**config.mk**
```make
export PLATFORM = sky130hd
export DESIGN_NAME = uart_rx_ctrl
export DESIGN_NICKNAME = d
export VERILOG_FILES = /design/src/rtl/uart_rx_ctrl.sv
export SDC_FILE = /design/constraint.sdc
export NUM_CORES = 1
export LEC_CHECK = 0
export BUFFER_PORTS_ARGS = -buffer_cell sky130_fd_sc_hd__buf_4
export CORE_MARGIN = 4
export CORE_UTILIZATION = 51
export DETAILED_ROUTE_END_ITERATION = 6
export GPL_TIMING_DRIVEN = 0
export PLACE_DENSITY = 0.75
export SLEW_MARGIN = 20
export SYNTH_ARGS = -nofsm -noshare
export SYNTH_HDL_FRONTEND = slang
export SYNTH_SLANG_ARGS = --single-unit
```
**constraint.sdc**
```tcl
create_clock -name CLK -period 1.78 [get_ports CLK]
set_input_delay 0.356 -clock CLK [delete_from_list [all_inputs] [get_ports CLK]]
set_output_delay 0.356 -clock CLK [all_outputs]
set_load 0.1 [all_outputs]
```
**src/rtl/uart_rx_ctrl.sv**
```systemverilog
// uart_rx_ctrl: sequencing controller for the UART receiver.
// CLK runs at 8x the baud rate. Detects the start edge on RX_IN, generates the
// oversampling phase counter, tracks the bit index and drives the enables of
// the data sampler, deserializer and start/parity/stop checkers. Issues a
// one-cycle data_valid after every frame that passed all checks.
// Optional feature: define UART_RX_ERR_FLAGS_EN to add the sticky PAR_ERR_O /
// STP_ERR_O outputs, which report the error status of the last frame.
module uart_rx_ctrl #(
    parameter int Data_width = 8
) (
    input  logic       CLK,
    input  logic       RST,
    input  logic       RX_IN,
    input  logic       PAR_EN,
    input  logic       strt_glitch,
    input  logic       par_err,
    input  logic       stp_err,
    output logic [2:0] edge_cnt,
    output logic       dat_samp_en,
    output logic       deser_en,
    output logic       strt_chk_en,
    output logic       par_chk_en,
    output logic       stp_chk_en,
`ifdef UART_RX_ERR_FLAGS_EN
    output logic       PAR_ERR_O,
    output logic       STP_ERR_O,
`endif
    output logic       data_valid
);

    localparam int cnt_w = $clog2(Data_width) + 1;
    localparam logic [cnt_w-1:0] last_bit = cnt_w'(Data_width - 1);

    typedef enum logic [2:0] {
        IDLE   = 3'd0,
        START  = 3'd1,
        DATA   = 3'd2,
        PARITY = 3'd3,
        STOP   = 3'd4
    } state_t;

    state_t           state, state_nx;
    logic [2:0]       edge_nx;
    logic [cnt_w-1:0] bit_cnt, bit_cnt_nx;
    logic             par_en_q, par_en_nx;
    logic             err_q, err_nx;
    logic             dv_nx;
    logic             bit_end;
    logic             start_edge;

    // The last oversample phase of every bit outside IDLE.
    assign bit_end    = (edge_cnt == 3'd7) && (state != IDLE);
    // Falling line seen while idle: a new frame begins.
    assign start_edge = (state == IDLE) && !RX_IN;

    // State register and frame bookkeeping.
    // NOTE: the reset is asynchronous and active-low, so it sits in the
    // sensitivity list; every register here has a defined reset value.
    always_ff @(posedge CLK or negedge RST) begin
        if (!RST) begin
            state      <= IDLE;
            edge_cnt   <= 3'd0;
            bit_cnt    <= '0;
            par_en_q   <= 1'b0;
            err_q      <= 1'b0;
            data_valid <= 1'b0;
        end else begin
            // NOTE: non-blocking assignments so every register updates from
            // the values present before the clock edge.
            state      <= state_nx;
            edge_cnt   <= edge_nx;
            bit_cnt    <= bit_cnt_nx;
            par_en_q   <= par_en_nx;
            err_q      <= err_nx;
            data_valid <= dv_nx;
        end
    end

    // Next-state logic and Moore enables decoded from the current state.
    always_comb begin
        // NOTE: every output of this block gets a default first so no path
        // leaves a signal unassigned, which would infer a latch.
        state_nx    = state;
        edge_nx     = (state == IDLE) ? 3'd0 : edge_cnt + 3'd1;
        bit_cnt_nx  = bit_cnt;
        par_en_nx   = par_en_q;
        err_nx      = err_q;
        dv_nx       = 1'b0;
        dat_samp_en = 1'b0;
        deser_en    = 1'b0;
        strt_chk_en = 1'b0;
        par_chk_en  = 1'b0;
        stp_chk_en  = 1'b0;

        case (state)
            IDLE: begin
                if (start_edge) begin
                    state_nx  = START;
                    par_en_nx = PAR_EN;
                    err_nx    = 1'b0;
                end
            end
            START: begin
                dat_samp_en = 1'b1;
                strt_chk_en = 1'b1;
                if (bit_end) begin
                    if (strt_glitch) begin
                        state_nx = IDLE;
                    end else begin
                        state_nx   = DATA;
                        bit_cnt_nx = '0;
                    end
                end
            end
            DATA: begin
                dat_samp_en = 1'b1;
                deser_en    = 1'b1;
                if (bit_end) begin
                    if (bit_cnt == last_bit) begin
                        state_nx = par_en_q ? PARITY : STOP;
                    end else begin
                        bit_cnt_nx = bit_cnt + cnt_w'(1);
                    end
                end
            end
            PARITY: begin
                dat_samp_en = 1'b1;
                par_chk_en  = 1'b1;
                if (bit_end) begin
                    err_nx   = par_err;
                    state_nx = STOP;
                end
            end
            STOP: begin
                dat_samp_en = 1'b1;
                stp_chk_en  = 1'b1;
                if (bit_end) begin
                    state_nx = IDLE;
                    dv_nx    = !stp_err && !err_q;
                end
            end
            default: state_nx = IDLE;
        endcase
    end

`ifdef UART_RX_ERR_FLAGS_EN
    // Sticky error flags: loaded when a frame completes, cleared at the next start edge.
    always_ff @(posedge CLK or negedge RST) begin
        if (!RST) begin
            PAR_ERR_O <= 1'b0;
            STP_ERR_O <= 1'b0;
        end else if (start_edge) begin
            PAR_ERR_O <= 1'b0;
            STP_ERR_O <= 1'b0;
        end else if (state == STOP && bit_end) begin
            PAR_ERR_O <= err_q;
            STP_ERR_O <= stp_err;
        end
    end
`endif

endmodule

```
==> impl_metrics.ini <==
[run_status]
outcome = finished clean

[sta]
finalCritPeriodShare_pct = 97.05
final-setup-viol-count = 0
worst_slack_ps = 52.57
min_period_ps = 1727
rsz0062_at_grt = false
tightest_slew_ps = 328.4
finClkSkew_ps = 0.7447
timing.fmax_mhz = 578.9
final.setup.tns_ps = 0
drv_slew = 0
relSlewSlack_pct = 77.94
finalHoldViolations = 0

[placement]
globalplace.congestion = 0.7721
hpwl_um = 1110
dp_worst_setup_slack_ps = -48.47
portBuffers = 15

[critical_path]
rr_startpoint = edge_cnt[0]
worst-path-buf-inv = 2
cp_common_cell = buf_4
rr_worst_depth = 5
crit_family = buffers and inverters
startpoint_type = flop
crit_fanout = 4
r2r_end = bit_cnt[3]
cp-end-kind = output port
crit_type = reg -> out
worst_ep_arrival_time_ps = 1370
cpPeakStageDelay_ps = 400
cp.required_ps = 1420
crit_chain = buf_4 > nor3b_4 > buf_4
r2r_slack_ps = 100
slowest_stage = dfrtp_1

[route]
post_drt_wl_per_cell_um = 15.18
ant_nets = 0
vias = 605
drt_wl_total_um = 1609
drt_iter0_markers = 14
vias_per_cell = 5.708
dr.pass1.iters = 5
drc_errors = 0

[synthesis]
synthSimpleGateAreaFrac_pct = 25.55
syn_nets = 79
syn_area_per_cell_um2 = 10.64
ys.flop_type = dfrtp_1
synth_top_area_share_pct = 44.29
synth_compound_area_share_pct = 15.84
synth_edf_count = 0
synthAdderAreaFrac_pct = 5.111
synth-xor-area-share_pct = 1.193
synthDistinctLibCells = 39
postSynthCellCount = 69
synth_top_family_by_area = simple AND/OR/NAND/NOR gates
ys_warn_count = 0
synth_area_um2 = 734.5
synthMuxAreaShare_pct = 4.429
synth_seq_cells = 13
synth_top_cell_by_area = dfrtp_1
synth_area_leaders = dfrtp_1 (44%), ha_1 (5.1%), nand3b_1 (3.1%)
synth-async-reset-ratio_pct = 100.0
yosysSeqAreaShare_pct = 44.29

[global_route]
grtUsageMet1_pct = 25.18
antenna_found_initial = 0
grt-busiest-layer = met2
met2_usage_pct = 27.47
grt_max_degree = 14
use_met3_pct = 5.138
gr-usage-all-layers_pct = 18.51
grt_pass1_wl_um = 2808
grt_pass1_vias = 628
grt_overflow_total = 0

[clocking]
cts.clk_slew.worst_paths_ps = 90
clock_latency_ps = 270
cts_buffer_depth = 2
htree_levels = 1
cts-buffers-inserted = 3
tritoncts = built
cts.sinks = 13
cts_root_buf = clkbuf_4

[hold_path]
hp-start = stp_err
min_path_type = in -> reg
min_to = data_valid
min_path_cells = 2

[finish]
fin_nets = 102
final_layout_size_suffix_gt1_share_pct = 42.86
antenna_cells = 0
area_growth_pct = 39.86

[floorplan]
dieArea_um2 = 2111
die_w_um = 45.95
core-area_um2 = 1334
start_util_pct = 55.07
ioPinCount = 16
rows = 13
fp.dieH_um = 45.95

[job]
cap_violations = 0
-- synthesized netlist by cell type, types with 2 or more instances --
cell type,count
inv_1,2
nor2_1,2
buf_2,3
nand3b_1,3
nor2b_1,3
nand2_1,3
o21ai_0,3
nand3_1,2
ha_1,3
o21ba_1,2
nor3b_1,3
dfrtp_1,13
-- cell families (layout without fill, tap and decap cells) --
| logic type | count (synthesis) | count (layout) |
|---|---|---|
| buffers and inverters | 6 | 28 |
| DFF | 13 | 13 |
| muxes | 3 | 3 |
| and+or+nand+nor | 27 | 27 |
| adders and majority gates | 3 | 3 |
| xor gates and xnor gates | 1 | 1 |
| AOI/OAI and AO/OA | 16 | 16 |
-- layout make-up --
type	instances	area [um^2]
Sequential cell	13	336.6
Buffer	4	35.03
Timing Repair Buffer	18	165.2
Inverter	2	7.507
Clock inverter	1	5.005
Tap cell	15	18.77
Clock buffer	3	22.52
Multi-Input combinational cell	50	436.7
Fill cell	88	306.5
-- per-layer routing --
layer	vias to the layer above	routed length [um]	part of all wire (%)
met5	-	0	0
met4	0	19	1.2
met3	2	65	4.0
met2	10	750	47
met1	289	774	48
li1	304	-	-
-- state kept, by name (all words and copies together) (netlist names) --
name,cells
bit_cnt,4
data_valid,1
edge_cnt,3
err_q,1
par_en_q,1
state,3
-- placed cells by master, fill, tap and decap left out, types with 2 or more instances in the layout --
cell,Yosys,routed
buf_4,0,14
dfrtp_1,13,8
buf_6,0,4
nor2b_1,3,3
nand3b_1,3,3
o21ai_0,3,3
clkbuf_4,0,3
dfrtp_2,0,3
nor3b_4,0,2
o21ba_1,2,2
nand2_1,3,2
nand3_1,2,2
ha_1,3,2
dfrtp_4,0,2
-- how the worst max path moves through the flow --
stage | endpoint | startpoint | cells past startpoint
6_report | deser_en | state[0] | 3
4_1_cts | par_chk_en | state[2] | 3
5_1_grt | bit_cnt[3] | edge_cnt[0] | 5
2_1_floorplan | stp_chk_en | state[1] | 4
3_5_place_dp | stp_chk_en | state[1] | 5
3_3_place_gp | stp_chk_en | state[1] | 5
-- what timing repair did --
action | 4_1_cts | 5_1_grt
setup buffers | 2 | 0
pin swaps | 0 | 1
gates cloned | 0 | 0
hold buffers | 1 | 0
endpoints found under the setup margin | 4 | 5
resized for setup | 8 | 8
endpoints found under the hold margin | 13 | 0
-- per-stage QoR --
step | instances | hold WS (ps) | util, % | instance area, um^2
after floorplan | 69 | 60.41 | - | 797.0
after global placement | 99 | 209.2 | 69.61 | 928.4
after detailed placement | 99 | 211.7 | 69.61 | 928.4
after CTS | 106 | 217.2 | 75.61 | 1008
after global routing | 106 | 226.3 | 77.02 | 1027
final | 106 | 224.6 | 77.02 | 1027
-- worst reg2reg max path, delay by kind of cell (launching register included) --
kind / cells / cell delay (ps)
flip-flops: 1 / 490
AND/OR/NAND/NOR: 2 / 370
adder cells (fa/ha/maj): 2 / 380
AO/OA/AOI/OAI: 1 / 340
Power is not shown: default switching activity piles up to over one toggle a cycle in this logic, so the estimate is an artifact.
